==> src/rtl/dtw_pe_gen.sv <==
// rtl/dtw_pe_gen.sv - DTW processing element: source select, local distance, min-plus accumulate
module dtw_pe_gen #(
  parameter int DIM = 3,
  parameter int VW  = 10,
  parameter int DW  = 16,
  parameter int IW  = 5
) (
  input  logic                clk,
  input  logic                rst,
  input  logic                clr,
  input  logic                in_valid,
  input  logic                mode,
  input  logic [DW-1:0]       D0,
  input  logic [DW-1:0]       D1,
  input  logic [DW-1:0]       D2,
  input  logic [DIM*VW-1:0]   T_prev,
  input  logic [DIM*VW-1:0]   T_global,
  input  logic [DIM*VW-1:0]   R_prev,
  input  logic [DIM*VW-1:0]   R_global,
  input  logic [IW-1:0]       i_tindex_prev,
  input  logic [IW-1:0]       i_tindex_global,
  input  logic [IW-1:0]       i_rindex_prev,
  input  logic [IW-1:0]       i_rindex_global,
  input  logic [1:0]          i_tsrc,
  input  logic [1:0]          i_rsrc,
  output logic [DIM*VW-1:0]   T,
  output logic [DIM*VW-1:0]   R,
  output logic [IW-1:0]       o_tindex,
  output logic [IW-1:0]       o_rindex,
  output logic                out_valid,
  output logic [DW-1:0]       D,
  output logic [1:0]          o_path,
  output logic                sat
);

  // Full-width channel sum: squared L2 of VW+1-bit diffs, summed over DIM channels.
  localparam int SW = 2*VW + 2 + $clog2(DIM);
  localparam int CW = (SW > DW) ? SW : DW;
  localparam logic [DW-1:0] DMAX = '1;

  logic [DIM*VW-1:0] t_sel, r_sel;
  logic [IW-1:0]     t_tag_sel, r_tag_sel;
  logic [SW-1:0]     term [DIM];
  logic [SW-1:0]     sum;
  logic [CW-1:0]     sum_w;
  logic [DW-1:0]     l_comb, m_comb;
  logic [1:0]        path_comb;

  logic              v1_q;
  logic [DW-1:0]     l_q, m_q;
  logic [1:0]        path_q;
  logic [DW:0]       tot;

  // Template source select; src 0 and 3 re-use the registered vector and tag.
  always_comb begin
    t_sel     = T;
    t_tag_sel = o_tindex;
    case (i_tsrc)
      2'd1: begin
        t_sel     = T_prev;
        t_tag_sel = i_tindex_prev;
      end
      2'd2: begin
        t_sel     = T_global;
        t_tag_sel = i_tindex_global;
      end
      default: begin
        t_sel     = T;
        t_tag_sel = o_tindex;
      end
    endcase
  end

  // Reference source select, same encoding as the template side.
  always_comb begin
    r_sel     = R;
    r_tag_sel = o_rindex;
    case (i_rsrc)
      2'd1: begin
        r_sel     = R_prev;
        r_tag_sel = i_rindex_prev;
      end
      2'd2: begin
        r_sel     = R_global;
        r_tag_sel = i_rindex_global;
      end
      default: begin
        r_sel     = R;
        r_tag_sel = o_rindex;
      end
    endcase
  end

  // Per-channel signed difference and its L1 / squared-L2 contribution.
  for (genvar c = 0; c < DIM; c++) begin : g_ch
    logic signed [VW-1:0]   t_c, r_c;
    logic signed [VW:0]     diff;
    logic signed [2*VW+1:0] dx;
    logic signed [2*VW+1:0] sq;
    logic [VW:0]            absd;

    assign t_c     = t_sel[(DIM-c)*VW-1 -: VW];
    assign r_c     = r_sel[(DIM-c)*VW-1 -: VW];
    assign diff    = {r_c[VW-1], r_c} - {t_c[VW-1], t_c};
    assign absd    = diff[VW] ? $unsigned(-diff) : $unsigned(diff);
    assign dx      = (2*VW+2)'(diff);
    assign sq      = dx * dx;
    assign term[c] = mode ? SW'($unsigned(sq)) : SW'(absd);
  end

  // Sum channel terms at full width and clamp to the cost range.
  always_comb begin
    sum = '0;
    for (int c = 0; c < DIM; c++) begin
      sum = sum + term[c];
    end
    sum_w  = CW'(sum);
    l_comb = (sum_w > CW'(DMAX)) ? DMAX : sum_w[DW-1:0];
  end

  // Minimum of neighbour costs; ties favour diagonal, then (i-1,j).
  always_comb begin
    m_comb    = D2;
    path_comb = 2'b01;
    if (D0 <= D1 && D0 <= D2) begin
      m_comb    = D0;
      path_comb = 2'b11;
    end else if (D1 <= D2) begin
      m_comb    = D1;
      path_comb = 2'b10;
    end
  end

  // Registered T/R vectors and tags forwarded to the next PE.
  always_ff @(posedge clk or posedge rst) begin
    if (rst) begin
      T        <= '0;
      R        <= '0;
      o_tindex <= '1;
      o_rindex <= '1;
    end else if (clr) begin
      T        <= '0;
      R        <= '0;
      o_tindex <= '1;
      o_rindex <= '1;
    end else if (in_valid) begin
      T        <= t_sel;
      R        <= r_sel;
      o_tindex <= t_tag_sel;
      o_rindex <= r_tag_sel;
    end
  end

  // Stage 1: capture local distance, chosen neighbour and path code.
  always_ff @(posedge clk or posedge rst) begin
    if (rst) begin
      v1_q   <= 1'b0;
      l_q    <= '0;
      m_q    <= '0;
      path_q <= 2'b00;
    end else if (clr) begin
      v1_q   <= 1'b0;
      l_q    <= '0;
      m_q    <= '0;
      path_q <= 2'b00;
    end else begin
      v1_q <= in_valid;
      if (in_valid) begin
        l_q    <= l_comb;
        m_q    <= m_comb;
        path_q <= path_comb;
      end
    end
  end

  assign tot = {1'b0, l_q} + {1'b0, m_q};

  // Stage 2: saturating accumulate; results hold across bubbles.
  always_ff @(posedge clk or posedge rst) begin
    if (rst) begin
      out_valid <= 1'b0;
      D         <= '0;
      o_path    <= 2'b00;
      sat       <= 1'b0;
    end else if (clr) begin
      out_valid <= 1'b0;
      D         <= '0;
      o_path    <= 2'b00;
      sat       <= 1'b0;
    end else begin
      out_valid <= v1_q;
      if (v1_q) begin
        D      <= tot[DW] ? DMAX : tot[DW-1:0];
        o_path <= path_q;
        sat    <= tot[DW] | (&m_q);
      end
    end
  end

endmodule

==> config.mk <==
export PLATFORM = sky130hd
export DESIGN_NAME = dtw_pe_gen
export DESIGN_NICKNAME = d
export VERILOG_FILES = /design/src/rtl/dtw_pe_gen.sv
export SDC_FILE = /design/constraint.sdc
export NUM_CORES = 1
export LEC_CHECK = 0
export CORE_ASPECT_RATIO = 0.9
export CORE_MARGIN = 5
export CORE_UTILIZATION = 29
export CTS_BUF_LIST = sky130_fd_sc_hd__clkbuf_4
export DETAILED_ROUTE_END_ITERATION = 6
export PLACE_DENSITY = 0.45
export SYNTH_ARGS = -nofsm -noshare
export SYNTH_HDL_FRONTEND = slang
export SYNTH_SLANG_ARGS = --single-unit
export TNS_END_PERCENT = 10
==> constraint.sdc <==
create_clock -name clk -period 9.65 [get_ports clk]
set_input_delay 1.93 -clock clk [delete_from_list [all_inputs] [get_ports clk]]
set_output_delay 1.93 -clock clk [all_outputs]
set_load 0.02 [all_outputs]
==> results of run 1 <==
==> worst min-delay path, stage by stage, from the launching register on <==
cell and delay (ps):
dfstp_2 390, nand2_1 40, o21ai_0 70
==> metrics by stage <==
| step | instance area (um^2) | utilization (%) |
|---|---|---|
| 2_1_floorplan | 25900 | - |
| 3_3_place_gp | 34100 | 39.0 |
| 3_5_place_dp | 34100 | 39.0 |
| 4_1_cts | 34400 | 39.4 |
| 5_1_grt | 34600 | 39.6 |
| 6_report | 34600 | 39.6 |
==> final cells by class <==
class                      count  share of cell area (%)
antenna                        2                  0.0145
timing repair buffer         864                    21.3
clock buffer                  17                   0.369
clock inverter                15                   0.419
tap                         1155                    4.18
multi-input combinational   2135                    58.0
timing repair inverter         1                  0.0217
inverter                     608                    6.66
sequential                   125                    9.07
==> flip-flops by register name (all words and copies together) (netlist names) <==
name       cells
path_q         2
sat            1
o_path         2
R             30
o_rindex       5
T             30
out_valid      1
l_q           16
o_tindex       5
v1_q           1
m_q           16
D             16
==> cells by family after synthesis <==
family                   after synthesis  synth area share, %
AO/OA/AOI/OAI                        557                 15.0
buffers and inverters                721                 10.9
XOR/XNOR                             128                 4.60
adder cells (fa/ha/maj)              604                 39.6
flip-flops                           125                 12.3
multiplexers                          98                 4.06
AND/OR/NAND/NOR                      748                 13.5
==> cell usage in the layout (no fill, tap or decap), types with 24 or more instances in the layout <==
cell type / n
a211oi_1: 36
o21a_1: 31
nor2_1: 251
dfrtp_1: 115
a22oi_1: 54
fa_1: 325
xor2_1: 35
ha_1: 250
nand3b_1: 24
nand3_1: 24
a21o_1: 49
xnor2_1: 86
a21oi_1: 104
buf_4: 564
nand4_1: 26
nor3_1: 38
clkdlybuf4s50_1: 283
nand2_1: 232
mux2i_1: 57
nor2b_1: 39
inv_1: 584
mux2_2: 40
o21ai_0: 89
==> path summary, 6_finish.rpt <==
kind	slack [ps]	from	endpoint
max	-1770	i_tsrc[0]	l_q[3]
max in group asynchronous	6540	rst	T[3]
min in group asynchronous	1730	rst	D[5]
max reg2reg	260	T[10]	l_q[3]
min	490	o_rindex[0]	o_rindex[0]
min reg2reg	490	o_rindex[0]	o_rindex[0]
==> routing by layer <==
metal | share of wire, % | up-vias | global-route usage (%)
met5 | 0 | - | 0
met4 | 0.90 | 0 | 2.19
met3 | 4.4 | 34 | 1.89
met2 | 44 | 433 | 27.3
met1 | 51 | 10854 | 26.6
li1 | - | 11268 | -
==> repair_timing <==
action	4_1_cts	5_1_grt
endpoints found under the setup margin	16	16
buffers inserted	1	0
cloned	0	1
gates resized for setup	14	47
pin swaps	3	13
hold buffers	0	0
==> qor.yml, run 1 <==
hold_path:
  hold_path_class: "reg -> reg"
  whs_path_depth: 2
worst_setup_path:
  cpMostUsedCell: "fa_1"
  end_kind: "register"
  path_delay_family: "adder cells"
  path_depth: 42
  start_kind: "primary input"
  ff2ff_path_depth: 40
  worstSetupPathType: "in -> reg"
  crit_buf_inv: 10
  crit_path_max_incr_delay_ps: 590
  crit_slowest_cell: "fa_2"
  cp.arrival_ps: 11890
  worst_ep_required_time_ps: 10120
  cp_max_fo: 16
finish:
  finalNetCount: 4553
  stdcell_count: 4922
  syn2layout_area_growth_pct: 36.0
  multi_input_area_um2: 20100
  drive_gt1_share_pct: 21.7
  fillCellCount: 9059
  ff_latch_area_um2: 3140
timing:
  max_freq_mhz: 87.5
  maxSlewViolCount: 0
  rsz0062_at_grt: "true"
  setup_ws_ps: -1770
  whs_ps: 495
  fin_crit_ps: 11420
  finalHoldViolCount: 0
  max_slew_margin_pct: 22.6
  setup_tns_ps: -27940
  tightest_slew_ps: 1160
  skew_ps: 29.2
  post-route-period-util_pct: 118
  setup_viol: 16
placement:
  gp_congestion: 0.842
  io_buffers: 286
  dp.cells: 4886
  dpl_worst_slack_ps: -2540
  dp_hpwl_mm: 70.5
clock_tree:
  ctsLongestPathBuffers: 2
  clk_pin_slew_ps: 130
  clock-sinks: 125
  cts_tree: "done"
  root_buffer: "clkbuf_4"
  numCtsBuffers: 17
  h-tree-depth: 4
  clk_latency_ps: 610
global_routing:
  grt_pass1_vias: 23397
  grt_max_degree: 65
  antenna_found_initial: 1
  grt_overflow: 0
  track_usage_pct: 17.4
  grt_pass1_wl_mm: 131
synthesis:
  async_flop_share_pct: 100
  synth_nets: 3782
  synth.area.top_cells: "fa_1 (27%), ha_1 (13%), dfrtp_1 (11%), inv_1 (8.7%), nor2_1 (3.9%)"
  ys_seq_area_share_pct: 12.3
  synth_ff_type: "dfrtp_1"
  yosysMostFrequentCell: "inv_1"
  synth_area_leader_cell: "fa_1"
  synthCells: 2981
  synth_top_area_share_pct: 26.5
  syn_area_um2: 25500
  synth_commonest_cells: "inv_1 (593), fa_1 (337), ha_1 (267), nor2_1 (267), nand2_1 (236)"
  syn_area_per_cell_um2: 8.54
  ys_seq_elements: 125
  synth-warning-count: 0
  yosysUniqueCellTypes: 98
  synth_edf_count: 0
drt:
  vias: 22589
  ant_nets: 0
  drt_iter0_drc: 1077
  first_pass_iters: 5
  drt_wl_total_mm: 81.3
  drc_errors: 0
  post_drt_via_cell_ratio: 4.59
  wire_per_inst_um: 16.5
floorplan:
  core_area_um2: 87400
  die_height_um: 291
  num_rows: 103
  io_pins: 287
  die-area_um2: 93800
  die_w_um: 322
  initial_core_util_pct: 29.1
run:
  max_cap_violations: 0
outcome:
  violations: "negative setup slack"
  status: "finished with violations"
Power of run 1 is left out: the tool's default activity adds up to more than one toggle a clock period on the data nets, which glitch-free logic cannot reach.
==> run 2: changes to the inputs <==
Settings changed: CORE_UTILIZATION 29 to 40, CTS_CLUSTER_SIZE set to 28, PLACE_DENSITY 0.45 to not set, PLACE_DENSITY_LB_ADDON set to 0.3.
==> run 2 against run 1 <==
- the run still ends with negative setup slack left
- cell area shrank 2.3%
- sequential share of layout area grew 0.21 points
- sequential cell count is the same
- critical path depth shrank 1
- utilization grew 14 points
- via count grew 1.1%
- critical path type unchanged
- hold slack lost 6.4 ps
- setup slack gained 47 ps
- final cell count shrank 7.3%
==> qor.yml, run 2 (synthesis gave the netlist of run 1 again) <==
timing:
  tightest_slew_ps: 1180  # was 1160 ps
  post-route-period-util_pct: 118  # about the same
  setup_ws_ps: -1730  # was -1770 ps
  finalHoldViolCount: 0  # unchanged
  setup_viol: 16  # unchanged
  max_freq_mhz: 87.9  # was 87.5 MHz
  rsz0062_at_grt: "true"  # unchanged
  skew_ps: 23.6  # was 29.2 ps
  max_slew_margin_pct: 21.4  # was 22.6%
  maxSlewViolCount: 0  # unchanged
  fin_crit_ps: 11380  # was 11420 ps
outcome:
  violations: "negative setup slack"  # unchanged
  status: "finished with violations"  # unchanged
clock_tree:
  h-tree-depth: 4  # unchanged
  cts_tree: "done"  # unchanged
  clock-sinks: 125  # unchanged
  numCtsBuffers: 17  # unchanged
  ctsLongestPathBuffers: 2  # unchanged
  clk_pin_slew_ps: 140  # was 130 ps
  postCtsHoldBufs: 0  # unchanged
  root_buffer: "clkbuf_4"  # unchanged
  clk_latency_ps: 600  # was 610 ps
global_routing:
  grt_pass1_wl_mm: 120  # was 131 mm
  antenna_found_initial: 2  # was 1
  grt_pass1_vias: 23098  # was 23397
  track_usage_pct: 21.6  # was 17.4%
  grt_max_degree: 74  # was 65
  grt_overflow: 0  # unchanged
finish:
  reg_top3: "R: 30 flops, T: 30 flops"  # unchanged
  stdcell_count: 4563  # was 4922
  drive_gt1_share_pct: 20.9  # was 21.7%
  final_cell_mix: "inv_1 (582), buf_4 (524), fa_1 (327), clkdlybuf4s50_1 (282), nor2_1 (254)"  # was inv_1 (584), buf_4 (564), fa_1 (325), clkdlybuf4s50_1 (283), nor2_1 (251)
  mostFrequentLayoutCell: "inv_1"  # unchanged
  finalNetCount: 4505  # was 4553
  syn2layout_area_growth_pct: 32.9  # was 36.0%
  multi_input_area_um2: 20100  # about the same
  design_area_um2: 33800  # was 34600 um^2
  ff_latch_area_um2: 3140  # unchanged
  fillCellCount: 5809  # was 9059
drt:
  wire_per_inst_um: 16.3  # was 16.5 um
  first_pass_iters: 5  # unchanged
  drt_wl_total_mm: 74.5  # was 81.3 mm
  drc_errors: 0  # unchanged
  drt_iter0_drc: 1644  # was 1077
  vias: 22834  # was 22589
  ant_nets: 0  # unchanged
  post_drt_via_cell_ratio: 5.00  # was 4.59
floorplan:
  core_area_um2: 62800  # was 87400 um^2
  initial_core_util_pct: 40.5  # was 29.1%
  die_w_um: 276  # was 322 um
  die-area_um2: 68800  # was 93800 um^2
  die_height_um: 249  # was 291 um
  num_rows: 87  # was 103
  io_pins: 287  # unchanged
worst_setup_path:
  rrSetupSlack_ps: 330  # was 260 ps
  worstSetupPathType: "in -> reg"  # unchanged
  crit_path_max_incr_delay_ps: 590  # about the same
  cp_max_fo: 16  # unchanged
  crit_slowest_cell: "fa_2"  # unchanged
  cp.arrival_ps: 11840  # was 11890 ps
  end_kind: "register"  # unchanged
  cpMostUsedCell: "fa_1"  # unchanged
  worst_ep_required_time_ps: 10110  # was 10120 ps
  start_kind: "primary input"  # unchanged
placement:
  dpl_cell_area_um2: 33200  # was 34100 um^2
  dp_hpwl_mm: 64.3  # was 70.5 mm
  io_buffers: 286  # unchanged
  dp.cells: 4523  # was 4886
  gp_congestion: 0.922  # was 0.842
run:
  max_cap_violations: 0  # unchanged
hold_path:
  hold_path_class: "reg -> reg"  # unchanged
## run 2: final timing paths
| kind | start | end | depth (start not counted) |
|---|---|---|---|
| min reg2reg | o_tindex[1] | o_tindex[1] | 2 |
| min in group asynchronous | rst | D[3] | 2 |
| min | o_tindex[1] | o_tindex[1] | 2 |
| max | i_rsrc[0] | l_q[5] | 41 |
| max reg2reg | T[10] | l_q[5] | 39 |
| max in group asynchronous | rst | R[0] | 3 |
## run 2: repair_timing
item,4_1_cts,5_1_grt
pin swaps,3,12
setup endpoints to repair,16,16
setup buffers,3,4
resized for setup,18,47
## run 2: worst max-delay path, delay by kind of cell
kind            cells  cell delay, ps
buf+inv             8            1310
compound gates      8            1460
simple gates       13            2670
xor+xnor            1             160
fa+ha+maj          10            4160
mux                 1             110
## run 2: stage by stage
step           hold slack (ps)  utilization (%)  worst slack, ps  TNS [ps]
2_1_floorplan              482                -            -1370    -21150
3_3_place_gp               470             52.9            -2450    -38920
3_5_place_dp               474             52.9            -2570    -40740
4_1_cts                    491             53.5            -1690    -26470
5_1_grt                    520             53.9            -2140    -33790
6_report                   488             53.9            -1730    -27040
## run 2: layer usage
layer | up-vias | routed length, um | track usage [%]
li1 | 11182 | - | -
met1 | 10972 | 33600 | 30.9
met2 | 613 | 33900 | 34.6
met3 | 65 | 5690 | 3.84
met4 | 2 | 1250 | 4.32
met5 | - | 13 | 0
## run 2: final cells by class
type / count / area share [%]
inverter: 608 / 6.81
multi-input combinational: 2135 / 59.4
clock buffer: 17 / 0.377
clock inverter: 15 / 0.507
timing repair buffer: 817 / 20.5
antenna: 1 / 0.00740
tap: 845 / 3.13
sequential: 125 / 9.28
Power of run 2 is left out for the same reason.
